<file path="src/rtl/pipelined_control_decoder.sv">
`default_nettype none
// ============================================================================
// Module   : pipelined_control_decoder
// Brief    : Registered RV32I(+M) control decoder between fetch and execute.
//            Decoded controls sit in a two-entry skid buffer (main + skid)
//            with valid/ready on both sides, flush, and illegal detection.
// Revision : 1.0 - initial release
// ============================================================================
module pipelined_control_decoder #(
    parameter int XLEN      = 32,
    parameter int M_EXT     = 0,
    parameter int ALU_SEL_W = 5
) (
    input  logic                 clk,
    input  logic                 rst,
    input  logic                 flush,
    input  logic                 in_valid,
    output logic                 in_ready,
    input  logic [31:0]          instruction,
    input  logic [XLEN-1:0]      in_pc,
    output logic                 out_valid,
    input  logic                 out_ready,
    output logic [XLEN-1:0]      out_pc,
    output logic [31:0]          out_instruction,
    output logic                 pc_select,
    output logic                 branch,
    output logic [2:0]           branch_type,
    output logic [2:0]           immediate_select,
    output logic                 a_select,
    output logic                 b_select,
    output logic [ALU_SEL_W-1:0] alu_select,
    output logic                 mem_read,
    output logic                 mem_write,
    output logic [2:0]           mem_size,
    output logic                 register_write_enable,
    output logic [1:0]           write_back_select,
    output logic                 illegal
);

    localparam logic [6:0] c_OP_IMM = 7'b0010011;
    localparam logic [6:0] c_OP     = 7'b0110011;
    localparam logic [6:0] c_LUI    = 7'b0110111;
    localparam logic [6:0] c_AUIPC  = 7'b0010111;
    localparam logic [6:0] c_JAL    = 7'b1101111;
    localparam logic [6:0] c_JALR   = 7'b1100111;
    localparam logic [6:0] c_BRANCH = 7'b1100011;
    localparam logic [6:0] c_LOAD   = 7'b0000011;
    localparam logic [6:0] c_STORE  = 7'b0100011;
    localparam logic       c_M_EXT  = (M_EXT != 0);

    typedef struct packed {
        logic                 pc_select;
        logic                 branch;
        logic [2:0]           branch_type;
        logic [2:0]           immediate_select;
        logic                 a_select;
        logic                 b_select;
        logic [ALU_SEL_W-1:0] alu_select;
        logic                 mem_read;
        logic                 mem_write;
        logic [2:0]           mem_size;
        logic                 register_write_enable;
        logic [1:0]           write_back_select;
        logic                 illegal;
    } ctrl_t;

    typedef struct packed {
        logic [XLEN-1:0] pc;
        logic [31:0]     instr;
        ctrl_t           ctrl;
    } entry_t;

    // Base ALU operation for a funct3; alt selects arithmetic shift right.
    function automatic logic [ALU_SEL_W-1:0] alu_of_funct3(input logic [2:0] f3, input logic alt);
        case (f3)
            3'b000:  alu_of_funct3 = ALU_SEL_W'(0);
            3'b001:  alu_of_funct3 = ALU_SEL_W'(2);
            3'b010:  alu_of_funct3 = ALU_SEL_W'(3);
            3'b011:  alu_of_funct3 = ALU_SEL_W'(4);
            3'b100:  alu_of_funct3 = ALU_SEL_W'(5);
            3'b101:  alu_of_funct3 = alt ? ALU_SEL_W'(7) : ALU_SEL_W'(6);
            3'b110:  alu_of_funct3 = ALU_SEL_W'(8);
            default: alu_of_funct3 = ALU_SEL_W'(9);
        endcase
    endfunction

    logic [6:0] w_opcode;
    logic [2:0] w_funct3;
    logic [6:0] w_funct7;
    logic [4:0] w_rd;
    logic       w_bad;
    ctrl_t      w_raw;
    ctrl_t      w_dec;

    assign w_opcode = instruction[6:0];
    assign w_funct3 = instruction[14:12];
    assign w_funct7 = instruction[31:25];
    assign w_rd     = instruction[11:7];

    // Decode the incoming instruction into raw controls plus an illegal flag.
    always_comb begin
        w_raw = '0;
        w_bad = 1'b0;
        case (w_opcode)
            c_OP_IMM: begin
                w_raw.immediate_select      = 3'b001;
                w_raw.b_select              = 1'b1;
                w_raw.alu_select            = alu_of_funct3(w_funct3, w_funct7 == 7'b0100000);
                w_raw.write_back_select     = 2'b01;
                w_raw.register_write_enable = 1'b1;
            end
            c_OP: begin
                w_raw.write_back_select     = 2'b01;
                w_raw.register_write_enable = 1'b1;
                case (w_funct7)
                    7'b0000000: w_raw.alu_select = alu_of_funct3(w_funct3, 1'b0);
                    7'b0100000: begin
                        if (w_funct3 == 3'b000)      w_raw.alu_select = ALU_SEL_W'(1);
                        else if (w_funct3 == 3'b101) w_raw.alu_select = ALU_SEL_W'(7);
                        else                         w_bad = 1'b1;
                    end
                    7'b0000001: begin
                        if (c_M_EXT) w_raw.alu_select = ALU_SEL_W'(16) + ALU_SEL_W'(w_funct3);
                        else         w_bad = 1'b1;
                    end
                    default: w_bad = 1'b1;
                endcase
            end
            c_LUI: begin
                w_raw.immediate_select      = 3'b100;
                w_raw.b_select              = 1'b1;
                w_raw.alu_select            = ALU_SEL_W'(15);
                w_raw.write_back_select     = 2'b01;
                w_raw.register_write_enable = 1'b1;
            end
            c_AUIPC: begin
                w_raw.immediate_select      = 3'b100;
                w_raw.a_select              = 1'b1;
                w_raw.b_select              = 1'b1;
                w_raw.write_back_select     = 2'b01;
                w_raw.register_write_enable = 1'b1;
            end
            c_JAL: begin
                w_raw.pc_select             = 1'b1;
                w_raw.immediate_select      = 3'b101;
                w_raw.a_select              = 1'b1;
                w_raw.b_select              = 1'b1;
                w_raw.write_back_select     = 2'b10;
                w_raw.register_write_enable = 1'b1;
            end
            c_JALR: begin
                w_bad                       = (w_funct3 != 3'b000);
                w_raw.pc_select             = 1'b1;
                w_raw.immediate_select      = 3'b001;
                w_raw.b_select              = 1'b1;
                w_raw.write_back_select     = 2'b10;
                w_raw.register_write_enable = 1'b1;
            end
            c_BRANCH: begin
                w_bad                  = (w_funct3 == 3'b010) || (w_funct3 == 3'b011);
                w_raw.branch           = 1'b1;
                w_raw.branch_type      = w_funct3;
                w_raw.immediate_select = 3'b011;
                w_raw.a_select         = 1'b1;
                w_raw.b_select         = 1'b1;
            end
            c_LOAD: begin
                w_bad = (w_funct3 == 3'b011) || (w_funct3 == 3'b110) || (w_funct3 == 3'b111);
                w_raw.mem_read              = 1'b1;
                w_raw.mem_size              = w_funct3;
                w_raw.immediate_select      = 3'b001;
                w_raw.b_select              = 1'b1;
                w_raw.write_back_select     = 2'b00;
                w_raw.register_write_enable = 1'b1;
            end
            c_STORE: begin
                w_bad                  = (w_funct3 > 3'b010);
                w_raw.mem_write        = 1'b1;
                w_raw.mem_size         = w_funct3;
                w_raw.immediate_select = 3'b010;
                w_raw.b_select         = 1'b1;
            end
            default: w_bad = 1'b1;
        endcase
    end

    // Illegal entries carry only the illegal flag; rd==x0 never writes back.
    always_comb begin
        w_dec = w_raw;
        if (w_bad) begin
            w_dec         = '0;
            w_dec.illegal = 1'b1;
        end else if (w_rd == 5'd0) begin
            w_dec.register_write_enable = 1'b0;
        end
    end

    entry_t r_main;
    entry_t r_skid;
    logic   r_main_valid;
    logic   r_skid_valid;
    logic   r_in_ready;

    entry_t w_new;
    entry_t w_main_nxt;
    entry_t w_skid_nxt;
    logic   w_main_valid_nxt;
    logic   w_skid_valid_nxt;
    logic   w_accept;
    logic   w_consume;

    assign w_new     = '{pc: in_pc, instr: instruction, ctrl: w_dec};
    assign w_accept  = in_valid && in_ready && !flush;
    assign w_consume = r_main_valid && out_ready;

    // Skid-buffer next state: main refills from skid first to keep order.
    always_comb begin
        w_main_nxt       = r_main;
        w_skid_nxt       = r_skid;
        w_main_valid_nxt = r_main_valid;
        w_skid_valid_nxt = r_skid_valid;
        if (!r_main_valid || w_consume) begin
            if (r_skid_valid) begin
                w_main_nxt       = r_skid;
                w_main_valid_nxt = 1'b1;
                w_skid_valid_nxt = w_accept;
                if (w_accept) w_skid_nxt = w_new;
            end else begin
                w_main_valid_nxt = w_accept;
                if (w_accept) w_main_nxt = w_new;
            end
        end else if (w_accept) begin
            w_skid_nxt       = w_new;
            w_skid_valid_nxt = 1'b1;
        end
    end

    // Buffer registers; reset and flush both drop every buffered entry.
    always_ff @(posedge clk) begin
        if (rst) begin
            r_main       <= '0;
            r_skid       <= '0;
            r_main_valid <= 1'b0;
            r_skid_valid <= 1'b0;
            r_in_ready   <= 1'b1;
        end else if (flush) begin
            r_main_valid <= 1'b0;
            r_skid_valid <= 1'b0;
            r_in_ready   <= 1'b1;
        end else begin
            r_main       <= w_main_nxt;
            r_skid       <= w_skid_nxt;
            r_main_valid <= w_main_valid_nxt;
            r_skid_valid <= w_skid_valid_nxt;
            r_in_ready   <= !w_skid_valid_nxt;
        end
    end

    // Ready is held low for the whole reset window.
    assign in_ready = r_in_ready && !rst;

    entry_t w_out;
    assign w_out = r_main_valid ? r_main : '0;

    assign out_valid             = r_main_valid;
    assign out_pc                = w_out.pc;
    assign out_instruction       = w_out.instr;
    assign pc_select             = w_out.ctrl.pc_select;
    assign branch                = w_out.ctrl.branch;
    assign branch_type           = w_out.ctrl.branch_type;
    assign immediate_select      = w_out.ctrl.immediate_select;
    assign a_select              = w_out.ctrl.a_select;
    assign b_select              = w_out.ctrl.b_select;
    assign alu_select            = w_out.ctrl.alu_select;
    assign mem_read              = w_out.ctrl.mem_read;
    assign mem_write             = w_out.ctrl.mem_write;
    assign mem_size              = w_out.ctrl.mem_size;
    assign register_write_enable = w_out.ctrl.register_write_enable;
    assign write_back_select     = w_out.ctrl.write_back_select;
    assign illegal               = w_out.ctrl.illegal;

endmodule
`default_nettype wire

</file>
<file path="config.mk">
export PLATFORM = sky130hd
export DESIGN_NAME = pipelined_control_decoder
export DESIGN_NICKNAME = d
export VERILOG_FILES = /design/src/rtl/pipelined_control_decoder.sv
export SDC_FILE = /design/constraint.sdc
export NUM_CORES = 1
export LEC_CHECK = 0
export BUFFER_PORTS_ARGS = -buffer_cell sky130_fd_sc_hd__buf_4
export CAP_MARGIN = 20
export CORE_AREA = 2 2 114 138
export DETAILED_ROUTE_END_ITERATION = 7
export DIE_AREA = 0 0 116 140
export PLACE_DENSITY = 0.79
export SLEW_MARGIN = 40
export SYNTH_ARGS = -nofsm -noshare
export SYNTH_HDL_FRONTEND = slang
export SYNTH_SLANG_ARGS = --single-unit
</file>
<file path="constraint.sdc">
create_clock -name clk -period 2 [get_ports clk]
set_clock_uncertainty 0.1 [all_clocks]
set_input_delay 0.3 -clock clk [delete_from_list [all_inputs] [get_ports clk]]
set_output_delay 0.3 -clock clk [all_outputs]
set_load 0.005 [all_outputs]
</file>
* Word level (Yosys, flattened, before mapping)
Cells that the tools add are included.
** Storage, ports and cells
- Bits in registers :: 179
- Output and inout bits :: 90
** Operators by class
- $lt $le $gt $ge :: 1
- Eq/ne operators :: 18
- Multiplexer cells :: 34
- Bitwise gates (word level) :: 1
- Reduce and logical (&&, ||, !) cells :: 28
** Operator list (count)
- two-way mux 88 bit :: 6
- one-hot mux 4 bit (7 select lines) :: 2
- == test 7 x 6 -> 1 bit, second input constant :: 4
- == test 7 bit, second input constant :: 3
- two-way mux 20 bit :: 1
- one-hot mux 3 bit (5 select lines) :: 1
- one-hot mux 5 bit (3 select lines) :: 1
- == test 7 x 5 -> 1 bit, second input constant :: 2
- two-way mux 1 bit :: 14
- == test 3 bit, second input constant :: 4
- two-way mux 3 bit :: 4
- one-hot mux 3 bit (3 select lines) :: 1
- one-hot mux 4 bit (2 select lines) :: 1
- OR reduction 2 bit :: 4
- OR reduction 4 bit :: 2
- OR reduction 8 bit :: 1
- == test 7 x 2 -> 1 bit, second input constant :: 1
- zero test 7 bit :: 1
- == test 3 x 2 -> 1 bit, second input constant :: 2
- one-hot mux 1 bit (6 select lines) :: 1
- OR reduction 3 bit :: 2
- zero test 5 bit :: 1
- logical AND 1 bit :: 4
- zero test 1 bit :: 4
- other kinds (12) :: 15

* Logic depth before layout (Yosys ltp)
Gate-level depths: netlist of run 1.
- Word-level depth :: 9
- Gate-level depth with buffers :: 8

* Worst setup path after synthesis of run 1
OpenSTA, ideal clock, no wires.
- Path kind :: in2reg
- Start point :: in instruction[31]
- End point :: reg r_skid[11] (netlist name)
- Library setup time :: 0.074 ns
- Arrival time :: 1.687 ns
- Path slack :: 0.138 ns
- Cell stages on the path :: 4
- Buffers on the path :: 0
- Cell sequence :: or4_4 -> o41a_1 -> or3_4 -> a31oi_2
** Between the ends
- Word-level cells in the longest chain between the ends :: 7
- Elaborated cells on any way between the ends :: 10
** RTL lines
- start, declared :: RTL line 19 : input logic [31:0] instruction,
- == test 7 x 6 -> 1 bit / zero test 7 bit (equally long branches) :: RTL line 115 : case (w_funct7)
- one-hot mux 1 bit (2 select lines) / one-hot mux 4 bit (2 select lines) (equally long branches) :: RTL line 115
- one-hot mux 1 bit (6 select lines) / one-hot mux 5 bit (3 select lines) (equally long branches) :: RTL line 104 : case (w_opcode)
- two-way mux 20 bit * :: RTL line 190 : if (w_bad) begin
- two-way mux 88 bit * :: RTL line 227, 232
- two-way mux 88 bit :: RTL line 223 : if (r_skid_valid) begin
- two-way mux 88 bit * :: RTL line 222 : if (!r_main_valid || w_consume) begin
- end signal, assigned :: RTL line 252 : r_skid <= w_skid_nxt;
- end, declared :: RTL line 199 : entry_t r_skid;
Mark *: on every way between the ends. The rest lies on a longest branch, timed or not. The select of a mux whose other input is x is not followed.
A chain may end at the register's enable or synchronous reset.

* Worst setup path after layout of run 1
- Start point :: reg r_main_valid, in the netlist out_valid
- End point :: out pc_select
** Between the ends
- Word-level cells in the longest chain between the ends :: 1
** RTL lines
- start, declared :: RTL line 200 : logic r_main_valid;
- start signal, assigned :: RTL line 253 : r_main_valid <= w_main_valid_nxt;
- two-way mux 88 bit :: RTL line 263 : assign w_out = r_main_valid ? r_main : '0;
- end, declared :: RTL line 25 : output logic pc_select,
Every way passes these cells.

==> results of run 1 <==
-- power groups by stage --
| stage | sequential, mW | clock [mW] | combinational [mW] |
|---|---|---|---|
| 5_1_grt | 3.61 | 3.82 | 0.567 |
| 2_1_floorplan | 3.68 | 0 | 0.275 |
| 6_report | 3.61 | 3.62 | 0.511 |
| 3_5_place_dp | 3.68 | 0 | 0.505 |
| 3_3_place_gp | 3.68 | 0 | 0.498 |
| 4_1_cts | 3.61 | 3.68 | 0.510 |
-- layout make-up --
cell class	count	area share (%)
multi-input combinational	705	40.7
sequential	177	34.5
timing repair buffer	200	15.7
clock buffer	21	4.48
tap	204	2.48
clock inverter	11	1.79
inverter	8	0.292
-- kinds of logic (layout without fill, tap and decap cells) --
family	count (synthesis)	after routing	synth area share [%]
AOI/OAI and AO/OA	243	243	19.6
xor gates and xnor gates	1	1	0.108
adders and majority gates	1	1	0.124
buffers and inverters	93	240	4.78
DFF	177	177	43.8
muxes	66	66	8.17
other	1	1	0.0464
and+or+nand+nor	393	393	23.3
-- cell usage after synthesis (2+ instances only) --
library cell	number	share of area, %
a211oi_1	68	6.3
a21oi_1	102	6.3
a22o_1	5	0.54
a22oi_1	7	0.65
a31oi_1	3	0.23
a32o_1	2	0.25
and2_1	89	6.9
and3_1	6	0.46
and3b_1	2	0.22
buf_1	3	0.14
buf_2	24	1.5
buf_4	2	0.19
clkbuf_1	56	2.6
dfxtp_1	177	44
inv_1	8	0.37
mux2i_1	66	8.2
nand2_1	164	7.6
nand2b_1	3	0.23
nand3_1	13	0.80
nand3b_1	2	0.19
nand4_1	2	0.15
nand4b_1	2	0.22
nor2_1	85	3.9
nor2b_1	5	0.39
nor3_1	3	0.19
nor3b_1	4	0.37
o211a_1	2	0.25
o21a_1	3	0.28
o21ai_0	19	1.2
o221ai_1	3	0.33
o22ai_1	6	0.46
o31a_1	2	0.22
o31ai_1	2	0.19
o41ai_1	4	0.43
-- worst paths after layout --
path                        endpoint  slack [ns]
max                        pc_select        0.16
min          r_skid[67]$_SDFFE_PP0P_        0.02
max reg2reg  r_skid[10]$_SDFFE_PP0P_        0.28
min reg2reg   r_skid[5]$_SDFFE_PP0P_        0.35
-- worst max-delay path, delay by kind of cell, from the launching register on --
family                 cells  cell delay, ns
buffers and inverters      2            0.45
flip-flops                 1            0.34
AND/OR/NAND/NOR            1            0.20
-- metal layers --
layer / track usage (%) / wire length (um) / vias up
met5: 0 / 0 / -
met4: 11.6 / 616 / 0
met3: 5.06 / 1050 / 42
met2: 41.4 / 9750 / 203
met1: 32.4 / 8760 / 3348
li1: - / - / 3648
-- sequential cells by signal (all words and copies together), names as in the netlist --
register	flops
out_valid	1
r_in_ready	1
r_main	87
r_skid	87
r_skid_valid	1
-- stage by stage --
stage | cell area, sq um | setup TNS (ns) | worst slack (ns) | total power, mW | util [%]
CTS | 10300 | 0 | 0.123 | 7.79 | 69.3
finish | 10300 | 0 | 0.161 | 7.74 | 69.3
floorplan | 8080 | 0 | 0.138 | 3.95 | -
detailed placement | 9630 | -0.359 | -0.0936 | 4.19 | 64.9
global placement | 9630 | -0.0649 | -0.0262 | 4.18 | 64.9
global route | 10300 | 0 | 0.0640 | 8.00 | 69.3
-- what timing repair did --
item / 4_1_cts / 5_1_grt
gates resized for setup: 1 / 0
setup endpoints to repair: 1 / 0
endpoints found under the hold margin: 0 / 0
==> results.yml, run 1 <==
status:
  status: "complete, no violations"
pwr:
  p_seq_share_pct: 46.6
  switching_share_pct: 21.4
  power_switching_mw: 1.66
  power_frac_comb_pct: 6.6
  power.leakage_nw: 3.85
  ir_drop_v: 0.000566
  intPower_mw: 6.08
  pwr-share-clk_pct: 46.8
  power_density_mw_per_mm2: 753
flow_run:
  drv_cap: 0
worst_setup_path:
  critPathMaxStageDelay_ns: 0.34
  cp.required_ns: 1.60
  path_class: "reg -> out"
  reg2reg_depth: 6
  arrival_ns: 1.44
  critPathLaunchType: "flop"
  slowest_stage: "dfxtp_2"
  critical_path.cell_chain: "buf_6, and2_1, buf_4"
  endpoint_kind: "output pin"
  r2r-start: "out_valid$_SDFFE_PP0N_"
  path_max_fanout: 65
  setup.worst_path.start: "out_valid$_SDFFE_PP0N_"
placed_design:
  hpwlAfterDp_um: 13400
  dp_cells: 1294
  portBuffers: 157
  gp_congestion: 0.893
cells_and_area:
  syn2layout_area_growth_pct: 27.1
  final_cell_mix: "190 x buf_4, 175 x dfxtp_1, 164 x nand2_1"
  fin_cells: 1326
  layout.nets: 1178
  multi_input_area_sq_mm: 0.00418
  n_antenna_cell: 0
  final_common_cell: "buf_4"
  fillers: 1263
  drive_gt1_share_pct: 22.3
  seq_area_sq_mm: 0.00355
yosys:
  post_synth.cell_area_avg_sq_um: 8.29
  synth_flop_cell: "dfxtp_1"
  synth_nets: 1044
  synthDistinctLibCells: 65
  netlist_area_sq_mm: 0.00808
  syn_inst: 975
  yosys_warnings: 0
  synth-edff-count: 0
  ys_async_sr_fraction_pct: 0
  synth_seq_area_share_pct: 43.8
  ys_ff_latch: 177
floorplan:
  core_sq_mm: 0.0148
  die_w_um: 116
  die_h_um: 140
  start_util_pct: 54.5
  rows: 49
  dieArea_sq_mm: 0.0162
  pin_count: 159
clocking:
  clk_pin_slew_worst_paths_ns: 0.06
  clk-insertion-delay-late_ns: 0.43
  cts_tree: "built"
  clkSinkCount: 177
  cts_buffers: 17
  hold_buffers: 0
  cts.root.buffer_cell: "clkbuf_16"
  cts_setup_buffers: 0
  htree_levels: 4
  clk_path_buf_depth: 2
global_route:
  grt_pass1_vias: 6736
  globalRoute.totalOverflow: 0
  grt_usage_pct: 25.5
  grt_antenna_before_repair: 0
  grt_pass1_wl_um: 33400
  grt_max_degree: 99
drt:
  drc_errors: 0
  vias_per_cell: 5.46
  dr_total_vias: 7241
  first_iter_violations: 518
  first_pass_iters: 5
  wl_per_cell_um: 15.2
  antenna_left: 0
  wl_um: 20200
timing:
  worst_slew_pin_slew_ns: 0.595
  slew_viol_final: 0
  final-hold-violation-count: 0
  timing.hold.ws_ns: 0.0193
  period_minus_slack_ns: 1.84
  relSlewSlack_pct: 60.3
  period_share_pct: 91.9
  final-setup-viol-count: 0
  rsz0062_at_grt: "false"
  fmax_mhz: 544
worst_hold_path:
  holdPathStages: 3
  hp-start: "in_pc[11]"
  hp-class: "in -> reg"
Power figures use the tool's default switching activity.
==> run 2, diff against run 1 <==
- CELL_PAD_IN_SITES_DETAIL_PLACEMENT: not set -> 0
- CELL_PAD_IN_SITES_GLOBAL_PLACEMENT: not set -> 2
- CORE_AREA: 2 2 114 138 -> 2 2 149 180
- DIE_AREA: 0 0 116 140 -> 0 0 151 182
- PLACE_DENSITY: 0.79 -> not set
- PLACE_DENSITY_LB_ADDON: not set -> 0.1
==> results.yml, run 2 (synthesis results as in run 1) <==
status:
  status: "complete, no violations"
floorplan:
  die_h_um: 182
  die_w_um: 151
  dieArea_sq_mm: 0.0275
  rows: 65
  core_sq_mm: 0.0259
  start_util_pct: 31.3
  pin_count: 159
pwr:
  power_mw: 7.58
  power_switching_mw: 1.96
  p_seq_share_pct: 47.5
  power.leakage_nw: 3.93
  ir_drop_v: 0.000544
  pwr-share-clk_pct: 45.1
  power_frac_comb_pct: 7.4
  power_density_mw_per_mm2: 716
  intPower_mw: 5.62
  switching_share_pct: 25.9
drt:
  drc_errors: 0
  dr_total_vias: 7118
  antenna_left: 0
  first_iter_violations: 309
  wl_per_cell_um: 16.2
  wl_um: 24000
  first_pass_iters: 4
  vias_per_cell: 4.81
worst_setup_path:
  path_class: "reg -> out"
  cp.required_ns: 1.60
  critPathLaunchType: "flop"
  path_max_fanout: 64
  arrival_ns: 1.45
  r2r-start: "r_in_ready$_SDFF_PP1_"
  endpoint_kind: "output pin"
  r2r_slack_ns: 0.20
  reg2reg_depth: 6
  r2r_end: "r_skid[12]$_SDFFE_PP0P_"
placed_design:
  portBuffers: 157
  hpwlAfterDp_um: 15600
  gp_congestion: 0.806
worst_hold_path:
  hold_end: "r_skid[64]$_SDFFE_PP0P_"
  hp-start: "in_pc[8]"
  hp-class: "in -> reg"
  holdPathStages: 3
cells_and_area:
  top_regs: "r_main x87, r_skid x87"
  n_antenna_cell: 0
  final_common_cell: "buf_4"
  drive_gt1_share_pct: 23.1
  fillers: 2698
  final_cell_mix: "203 x buf_4, 175 x dfxtp_1, 164 x nand2_1"
  layout.nets: 1201
  syn2layout_area_growth_pct: 31.0
  final_core_util_pct: 40.9
timing:
  relSlewSlack_pct: 61.4
  period_share_pct: 92.6
  worst_slew_pin_slew_ns: 0.579
  final-hold-violation-count: 0
  final-setup-viol-count: 0
  period_minus_slack_ns: 1.85
  rsz0062_at_grt: "false"
  slew_viol_final: 0
  fmax_mhz: 540
flow_run:
  drv_cap: 0
global_route:
  grt_antenna_before_repair: 0
  grt_usage_pct: 17.5
  globalRoute.totalOverflow: 0
  grt_max_degree: 109
  grt_pass1_vias: 6754
  grt_pass1_wl_um: 37900
clocking:
  cts_tree: "built"
  clk_pin_slew_worst_paths_ns: 0.08
  cts.root.buffer_cell: "clkbuf_16"
  cts_buffers: 17
  clk_path_buf_depth: 2
  htree_levels: 4
  clk-insertion-delay-late_ns: 0.43
  clkSinkCount: 177
run 2: changes by cell type in the layout (fill, tap and decap cells not counted):
| cell | change |
|---|---|
| clkinv_8 | +1 |
| clkinvlp_4 | +1 |
| clkbuf_1 | -2 |
| clkinv_2 | -4 |
| buf_6 | -1 |
| bufinv_16 | -4 |
| clkinv_4 | +1 |
| buf_4 | +13 |
| inv_6 | +4 |
| inv_8 | +5 |
| dlygate4sd3_1 | +10 |
| buf_8 | +1 |
| clkbuf_8 | -2 |
run 2: how the worst max path moves through the flow:
stage                                 from                       to  slack [ns]
floorplan                  instruction[31]  r_skid[11]$_SDFFE_PP0P_        0.14
global placement           instruction[31]  r_main[16]$_SDFFE_PP0P_       -0.08
detailed placement         instruction[31]  r_main[16]$_SDFFE_PP0P_       -0.11
CTS                 out_valid$_SDFFE_PP0N_           branch_type[0]        0.04
global route        out_valid$_SDFFE_PP0N_           branch_type[0]        0.02
finish              out_valid$_SDFFE_PP0N_      out_instruction[13]        0.15
run 2: cell type report:
| cell class | instances | area (sq um) | share of cell area, % |
|---|---|---|---|
| Multi-Input combinational cell | 705 | 4180 | 39.5 |
| Sequential cell | 177 | 3550 | 33.5 |
| Timing Repair Buffer | 223 | 1820 | 17.2 |
| Clock buffer | 17 | 425 | 4.02 |
| Tap cell | 335 | 419 | 3.96 |
| Clock inverter | 15 | 168 | 1.58 |
| Inverter | 8 | 30.0 | 0.284 |
run 2: metal layers:
metal / routed length [um] / track usage [%] / part of all wire (%) / vias up
met5: 0 / 0 / 0 / -
met1: 11500 / 24.3 / 48 / 3304
met4: 232 / 4.37 / 0.97 / 0
met2: 11300 / 27.8 / 47 / 124
li1: - / - / - / 3678
met3: 997 / 3.72 / 4.2 / 12
run 2: power groups by stage:
stage | Sequential, mW | Clock (mW) | Combinational [mW]
6_report | 3.60 | 3.42 | 0.560
5_1_grt | 3.61 | 3.69 | 0.621
4_1_cts | 3.60 | 3.54 | 0.568
3_5_place_dp | 3.68 | 0 | 0.549
3_3_place_gp | 3.68 | 0 | 0.551
2_1_floorplan | 3.68 | 0 | 0.275
run 2: critical path, stage by stage, from the launching register on:
cell,delay [ns]
dfxtp_2,0.36
buf_8,0.31
and2_1,0.22
buf_4,0.12
run 2: per-stage QoR:
| step | hold slack [ns] | setup WS, ns | TNS, ns | cells | instance area (sq um) |
|---|---|---|---|---|---|
| final | 0.0233 | 0.147 | 0 | 1480 | 10600 |
| after global routing | 0.00361 | 0.0246 | 0 | 1480 | 10600 |
| after CTS | 0.000610 | 0.0354 | 0 | 1480 | 10600 |
| after detailed placement | 0.342 | -0.111 | -0.812 | 1438 | 9890 |
| after global placement | 0.337 | -0.0772 | -0.399 | 1438 | 9890 |
| after floorplan | 0.326 | 0.138 | 0 | 975 | 8080 |
run 2: what timing repair did:
action | 4_1_cts | 5_1_grt
hold buffers | 10 | 0
gates resized for setup | 1 | 2
setup endpoints to repair | 63 | 18
setup buffers | 0 | 0
endpoints found under the hold margin | 10 | 0
pin swaps | 0 | 0
